## config.mk

```make
export PLATFORM = sky130hd
export DESIGN_NAME = btn_conditioner
export DESIGN_NICKNAME = d
export VERILOG_FILES = /design/src/rtl/btn_pkg.sv /design/src/rtl/btn_debounce.sv /design/src/rtl/btn_conditioner.sv
export SDC_FILE = /design/constraint.sdc
export NUM_CORES = 1
export LEC_CHECK = 0
export CAP_MARGIN = 20
export CORE_AREA = 2 2 92 138
export CTS_CLUSTER_DIAMETER = 80
export DETAILED_ROUTE_END_ITERATION = 8
export DIE_AREA = 0 0 94 140
export GPL_TIMING_DRIVEN = 0
export PLACE_DENSITY = 0.77
export RECOVER_POWER = 50
export REMOVE_ABC_BUFFERS = 1
export SLEW_MARGIN = 0
export SYNTH_ARGS = -nofsm -noshare
export SYNTH_HDL_FRONTEND = slang
export SYNTH_SLANG_ARGS = --single-unit
export TNS_END_PERCENT = 30
```

## constraint.sdc

```tcl
create_clock -name clk -period 2.7 [get_ports clk]
set_input_delay 0.81 -clock clk [delete_from_list [all_inputs] [get_ports clk]]
set_output_delay 0.81 -clock clk [all_outputs]
set_load 0.1 [all_outputs]
```

## src/rtl/btn_pkg.sv

```systemverilog
// Shared definitions for the maze-game button front end: indices, one-hot directions,
// repeat FSM encoding and the direction decode helper.
package btn_pkg;

    localparam int unsigned NUM_BTN = 5;
    localparam int unsigned DIR_W   = 4;

    localparam int unsigned BTN_C = 0;
    localparam int unsigned BTN_U = 1;
    localparam int unsigned BTN_L = 2;
    localparam int unsigned BTN_R = 3;
    localparam int unsigned BTN_D = 4;

    localparam logic [DIR_W-1:0] DIR_U = 4'b0001;
    localparam logic [DIR_W-1:0] DIR_L = 4'b0010;
    localparam logic [DIR_W-1:0] DIR_R = 4'b0100;
    localparam logic [DIR_W-1:0] DIR_D = 4'b1000;

    typedef enum logic [1:0] {
        IDLE   = 2'd0,
        DELAY  = 2'd1,
        REPEAT = 2'd2
    } rpt_state_t;

    // Single direction button held and centre released, else no direction.
    function automatic logic [DIR_W-1:0] decode_dir(input logic [NUM_BTN-1:0] db);
        logic [DIR_W-1:0] d;
        d = db[DIR_W:1];
        if (db[BTN_C] || (d == 4'd0) || ((d & (d - 4'd1)) != 4'd0)) begin
            return 4'd0;
        end
        return d;
    endfunction

endpackage

```

## src/rtl/btn_debounce.sv

```systemverilog
// One button: 2-flop synchroniser followed by a hold-time debounce counter and a
// registered rising-edge pulse on the debounced level.
module btn_debounce #(
    parameter int unsigned DEBOUNCE_CYCLES = 1_000_000,
    parameter int unsigned CNT_W           = 20
) (
    input  logic clk,
    input  logic rst,
    input  logic raw,
    output logic db,
    output logic rise
);

    localparam logic [CNT_W-1:0] CNT_LAST = CNT_W'(DEBOUNCE_CYCLES - 1);

    logic             meta;
    logic             sync;
    logic [CNT_W-1:0] cnt;

    always_ff @(posedge clk or negedge rst) begin
        if (!rst) begin
            meta <= 1'b0;
            sync <= 1'b0;
        end else begin
            meta <= raw;
            sync <= meta;
        end
    end

    // Any sample matching the current level restarts the hold window.
    always_ff @(posedge clk or negedge rst) begin
        if (!rst) begin
            cnt  <= '0;
            db   <= 1'b0;
            rise <= 1'b0;
        end else begin
            rise <= 1'b0;
            if (sync == db) begin
                cnt <= '0;
            end else if (cnt == CNT_LAST) begin
                cnt  <= '0;
                db   <= sync;
                rise <= sync;
            end else begin
                cnt <= cnt + CNT_W'(1);
            end
        end
    end

endmodule

```

## src/rtl/btn_conditioner.sv

```systemverilog
// Maze-game button front end: debounced levels, press pulses, one-hot direction with
// auto-repeating move strobes, and the free-running game tick.
module btn_conditioner
    import btn_pkg::*;
#(
    parameter int unsigned DEBOUNCE_CYCLES    = 1_000_000,
    parameter int unsigned CNT_W              = 20,
    parameter int unsigned TICK_DIV           = 400_000,
    parameter int unsigned REPEAT_DELAY_TICKS = 8
) (
    input  logic       clk,
    input  logic       rst,
    input  logic [4:0] btn_raw,
    output logic [4:0] btn_db,
    output logic [4:0] btn_rise,
    output logic [3:0] dir,
    output logic       move_stb,
    output logic       game_tick
);

    localparam int unsigned TICK_W = (TICK_DIV > 1) ? $clog2(TICK_DIV) : 1;
    localparam int unsigned RPT_W  = (REPEAT_DELAY_TICKS > 1) ? $clog2(REPEAT_DELAY_TICKS) : 1;
    localparam logic [TICK_W-1:0] TICK_LAST = TICK_W'(TICK_DIV - 1);
    localparam logic [RPT_W-1:0]  RPT_LAST  = RPT_W'(REPEAT_DELAY_TICKS - 1);

    logic [TICK_W-1:0] tick_cnt;
    logic [3:0]        dir_next;
    rpt_state_t        state;
    rpt_state_t        state_d;
    logic [3:0]        dir_d;
    logic [RPT_W-1:0]  rpt_cnt;
    logic [RPT_W-1:0]  rpt_cnt_d;
    logic              move_stb_d;

    for (genvar i = 0; i < NUM_BTN; i++) begin : g_btn
        btn_debounce #(
            .DEBOUNCE_CYCLES(DEBOUNCE_CYCLES),
            .CNT_W          (CNT_W)
        ) u_debounce (
            .clk (clk),
            .rst (rst),
            .raw (btn_raw[i]),
            .db  (btn_db[i]),
            .rise(btn_rise[i])
        );
    end

    // Free-running divider; the pulse marks the cycle the counter has wrapped to 0.
    always_ff @(posedge clk or negedge rst) begin
        if (!rst) begin
            tick_cnt  <= '0;
            game_tick <= 1'b0;
        end else if (tick_cnt == TICK_LAST) begin
            tick_cnt  <= '0;
            game_tick <= 1'b1;
        end else begin
            tick_cnt  <= tick_cnt + TICK_W'(1);
            game_tick <= 1'b0;
        end
    end

    assign dir_next = decode_dir(btn_db);

    always_ff @(posedge clk or negedge rst) begin
        if (!rst) begin
            state    <= IDLE;
            dir      <= '0;
            rpt_cnt  <= '0;
            move_stb <= 1'b0;
        end else begin
            state    <= state_d;
            dir      <= dir_d;
            rpt_cnt  <= rpt_cnt_d;
            move_stb <= move_stb_d;
        end
    end

    // Direction changes beat ticks; a new direction arriving right after a strobe is
    // held off one cycle so strobes never run back to back.
    always_comb begin
        state_d    = state;
        dir_d      = dir;
        rpt_cnt_d  = rpt_cnt;
        move_stb_d = 1'b0;
        if (dir_next != dir) begin
            if (dir_next == 4'd0) begin
                state_d   = IDLE;
                dir_d     = 4'd0;
                rpt_cnt_d = '0;
            end else if (!move_stb) begin
                state_d    = DELAY;
                dir_d      = dir_next;
                rpt_cnt_d  = '0;
                move_stb_d = 1'b1;
            end
        end else if (game_tick && !move_stb) begin
            case (state)
                DELAY: begin
                    if (rpt_cnt == RPT_LAST) begin
                        state_d    = REPEAT;
                        move_stb_d = 1'b1;
                    end else begin
                        rpt_cnt_d = rpt_cnt + RPT_W'(1);
                    end
                end
                REPEAT:  move_stb_d = 1'b1;
                IDLE:    ;
                default: state_d = IDLE;
            endcase
        end
    end

endmodule

```

# Word level (Yosys, flattened, before mapping)
# Cells that the tools add are included.
[classes] n_mux=45 n_eq_ne=20 reduce_logical=19 add_sub_neg=8 bitwise=6
[op_table] operator="two-way mux 20 bit" n=10
[op_table] operator="adder 20 x 1 -> 20 bit (second input constant)" n=5
[op_table] operator="== test 20 bit (second input constant)" n=5
[op_table] operator="adder 19 x 1 -> 19 bit (second input constant)" n=1
[op_table] operator="== test 19 bit (second input constant)" n=1
[op_table] operator="two-way mux 19 bit" n=1
[op_table] operator="two-way mux 3 bit" n=6
[op_table] operator="two-way mux 1 bit" n=17
[op_table] operator="two-way mux 4 bit" n=4
[op_table] operator="AND reduction 2 bit" n=6
[op_table] operator="two-way mux 2 bit" n=5
[op_table] operator="zero test 4 bit" n=2
[op_table] operator="AND reduction 4 bit" n=2
[op_table] operator="== test 1 bit" n=5
[op_table] operator="inverter 1 bit" n=5
[op_table] operator="AND 4 bit" n=1
[op_table] operator="inequality test 2 x 1 -> 1 bit (second input constant)" n=2
[op_table] operator="inequality test 4 bit" n=1
[op_table] operator="case mux 2 bit (2 select lines)" n=1
[op_table] operator="nonzero test 2 bit" n=2
[op_table] operator="nonzero test 4 bit" n=1
[op_table] operator="subtractor 4 x 1 -> 4 bit (second input constant)" n=1
[op_table] operator="adder 3 x 1 -> 3 bit (second input constant)" n=1
[op_table] operator="== test 3 bit (second input constant)" n=1
[op_table] operator="11 further kinds" n=12
[totals] input_bits=7 wordCells=129 regBits=150 output_inout_bits=16

# Depth between registers and ports, before layout
[logic_depth] word_depth=9 mapped_depth=8

# By module
# From an unflattened synthesis, not the netlist that was laid out.
[unflattened] cells_unflattened=733 hier_area_um2=7330.8
[modules_own_cells] module="btn_debounce" cells_each=116 seq_area_each_um2=600.6 n_inst=5 area_each_um2=1136.1
[modules_own_cells] module="btn_conditioner" cells_each=153 seq_area_each_um2=750.7 n_inst=1 area_each_um2=1650.3

# Worst setup path after synthesis
# OpenSTA, ideal clock, no wires.
[synth_timing] kind="flip-flop to flip-flop" from="reg dir[1]" to="reg dir[1]" setup_time_ps=69 period_less_slack_ps=2459 n_path_buf=0 t_arrival_ps=2390 required_time_ps=2631 path_stages_with_launch=6 path_slack_ps=241 cell_sequence="dfrtp_1 > nor2_1 > and4_4 > or4_4 > a2111oi_4 > a22o_1"
[synth_via] elab_chain_len=2
[synth_rtl] element="start, declared" line="btn_conditioner.sv:16" text="output logic [3:0] dir,"
[synth_rtl] element="start signal, assigned" line="btn_conditioner.sv:72" text="dir <= dir_d;"
[synth_rtl] element="inequality test 4 bit" line="btn_conditioner.sv:85" text="if (dir_next != dir) begin"
[synth_rtl] element="AND reduction 2 bit (no source line)"
# Every way passes these cells.
# A chain may end at the register's enable or synchronous reset.

# Worst setup path after layout
[layout_timing] from="reg move_stb" to="out move_stb"
[layout_lines] element="start, declared" line="btn_conditioner.sv:17" text="output logic move_stb,"
[layout_lines] element="start signal, assigned" line="btn_conditioner.sv:74" text="move_stb <= move_stb_d;"
# No word-level cell between the ends.

==> key figures <==
Finish
  • Fin area: 7930 um^2
  • Final net count: 728
  • Antenna Cells: 0
  • Syn-to-layout area delta: 10.7%
  • Most common cell after layout, fill and taps aside: dfrtp_1
  • Most frequent cells in the layout: dfrtp_1, nor2_1, xor2_1
  • Share of layout cells above drive strength 1: 0.0651

Clock tree
  • Post-CTS Setup Bufs: 0
  • Clock-pin slew on the worst setup and hold paths: 0.06 ns
  • H-tree depth: 4
  • Cts hold-fix bufs: 0
  • Clk buf depth: 2
  • Num CTS Buffers: 17
  • Clock Latency Late Sink: 0.42 ns
  • CTS tree: built
  • Clock root cell: clkbuf_16
  • Clock Sink Count: 150

Worst setup path
  • Class of the most critical setup path: reg -> out
  • Register-to-register path setup slack: 0.41 ns
  • Cell Chain, Critical Path: clkdlybuf4s15_1
  • CP required: 1.89 ns
  • Arrival time at the worst endpoint: 1.81 ns
  • Slowest CP cell: clkdlybuf4s15_1
  • CP max FO: 7
  • Worst path buffer plus inverter count: 1
  • Worst r2r src: g_btn[4].u_debounce.db
  • Crit path largest cell delay: 0.91 ns
  • Top delay family on crit path: buffers and inverters
  • Worst setup path start: move_stb
  • Crit. End Element: output pin
  • Worst setup SP type: register

Run
  • Max-cap violations: 1

Place
  • DP HPWL: 9.00 mm
  • Port Buffers: 22
  • Post-DP Area: 7430 um^2
  • GP Congestion: 0.811

Die
  • Starting density of the core: 0.599
  • Core Rows: 49
  • Die Y: 140 um
  • Die area: 13200 um^2
  • Core Region: 12000 um^2
  • Die Width: 94 um
  • I/O pins: 23

STA
  • Fmax achieved: 381 MHz
  • Worst Skew: 0.0102 ns
  • Fin. max-slew vios: 64
  • Worst slew margin: -0.00419
  • Final setup violation count: 0
  • Slew at the pin closest to its max-slew limit: 1.51 ns
  • Min Tclk post-route: 2.62 ns
  • Fin. Hold Viols: 0
  • Period utilization: 0.972
  • Unrepaired setup endpoints after global routing: yes

Global route
  • GR Layer Usage met1: 0.255
  • GRT Overall Usage: 0.220
  • Vias in the first global route: 5206
  • GRT Max-Usage Layer: met2
  • Initial antenna violation count: 0
  • Final global-route overflow total: 0
  • First-pass GRT wire length: 23.2 mm
  • Largest net degree at the start of global routing: 88
  • Met3 Use GR: 0.0538
  • GR Layer Usage met2: 0.388

Worst hold path
  • Hold_sp: g_btn[4].u_debounce.meta
  • Min-Delay Path Class: reg -> reg

Synth
  • Largest area contributor in the netlist: dfrtp_1
  • Top cells by area, synth: dfrtp_1, xor2_1, nor2_1, xnor2_1, nand3_1
  • Synth unique cells: 51
  • Synthesized area: 7160 um^2
  • Post-synth EDFFs: 0
  • Gate count after technology mapping: 695
  • Register bit total from synthesis: 150
  • Yosys warns: 0
  • Ys async rst share: 1.00
  • Top FF cell, synth: dfrtp_1
  • Mean post-synth cell area: 10.3 um^2
  • Sequential share of the synthesized area: 0.524
  • Yosys top cell area share: 0.524

Power
  • Combinational share of power: 0.025
  • P_sw: 0.984 mW
  • Clk pwr share: 0.460
  • Sequential Power Share: 0.515
  • Final Power: 4.47 mW
  • Max VDD drop: 0.000420 V
  • P_leak: 3.55 nW
  • Power per cell area: 563 nW/um^2
  • Switching Share: 0.220
  • Pint: 3.48 mW

Route
  • Via count: 5048
  • Antenna viol nets, final: 0
  • Post-DR wirelength/cell: 15.1 um
  • Drt pass-1 iters: 4
  • Drt drc: 0
  • Detailed Route WL: 13.2 mm
  • Initial DRC Count: 264
  • Via-to-Cell Ratio: 5.77

Run status
  • Failing checks: max-capacitance violations, max-slew violations
  • Status: finished with violations
-- power by group through the flow --
| stage | registers [mW] | clock network [mW] | logic, mW |
|---|---|---|---|
| after floorplan | 2.33 | 0 | 0.0488 |
| after global placement | 2.34 | 0 | 0.112 |
| after detailed placement | 2.34 | 0 | 0.122 |
| after CTS | 2.30 | 2.10 | 0.123 |
| after global routing | 2.30 | 2.21 | 0.132 |
| final | 2.30 | 2.06 | 0.112 |
-- final cells by class --
type	count	area, um^2
fill	948	4030
sequential	150	3750
multi-input combinational	507	3200
clock buffer	21	450
timing repair buffer	23	235
tap	153	191
clock inverter	10	58.8
inverter	11	41.3
-- flip-flops by register name, summed over array words and instances, names as in the netlist --
register               flops
g_btn.u_debounce.rise      5
dir                        4
game_tick                  1
rpt_cnt                    3
g_btn.u_debounce.cnt     100
g_btn.u_debounce.sync      5
tick_cnt                  19
state                      2
g_btn.u_debounce.meta      5
g_btn.u_debounce.db        5
move_stb                   1
-- synthesized netlist by cell type (5+ instances only) --
master / number
dfrtp_1: 150
nor2_1: 126
xor2_1: 65
nand3_1: 48
nand2_1: 45
xnor2_1: 43
nand4_1: 22
and3_1: 19
nor3_1: 17
buf_4: 15
nor4_1: 12
and4_1: 11
ha_1: 11
inv_1: 11
clkbuf_1: 7
nor3b_1: 7
and2_1: 6
or4_1: 6
a22o_1: 5
nand2b_1: 5
nor2b_1: 5
nor4b_1: 5
-- final timing paths --
| path | cells after the start | end |
|---|---|---|
| hold / removal | 0 | g_btn[4].u_debounce.sync |
| min in group asynchronous | 1 | g_btn[0].u_debounce.cnt[12] |
| setup / recovery | 1 | move_stb |
| hold reg to reg | 0 | g_btn[4].u_debounce.sync |
| setup reg to reg | 5 | state[1] |
| max in group asynchronous | 2 | g_btn[3].u_debounce.cnt[8] |
-- what timing repair did --
| action | CTS | global route |
|---|---|---|
| gates resized for setup | 22 | 5 |
| pin swaps | 0 | 0 |
| endpoints found under the setup margin | 12 | 5 |
-- per-stage QoR --
step                      setup slack, ns  utilization   TNS, ns  hold WS, ns  cells
after floorplan                    0.0200            -         0        0.331    668
after global placement              -4.88        0.619   -730.20        0.335    843
after detailed placement           0.0450        0.622         0        0.336    844
after CTS                         0.00337        0.664         0        0.350    875
after global routing             -0.00405        0.663  -0.00405        0.353    875
final                              0.0755        0.663         0        0.346    875
-- routing by layer --
layer | up-vias | routed length, um
li1 | 2405 | -
met5 | - | 0
met2 | 80 | 7210
met3 | 15 | 458
met4 | 0 | 176
met1 | 2548 | 5360
-- cells by family (layout without fill, tap and decap cells) --
logic type	after synthesis	in the layout	synth area share
and+or+nand+nor	357	357	0.255
adders and majority gates	11	11	0.0192
xor gates and xnor gates	108	108	0.132
buffers and inverters	38	65	0.0295
AOI/OAI and AO/OA	24	24	0.0290
muxes	7	7	0.0108
DFF	150	150	0.524
Note: power is estimated with default switching activity, not from simulation.
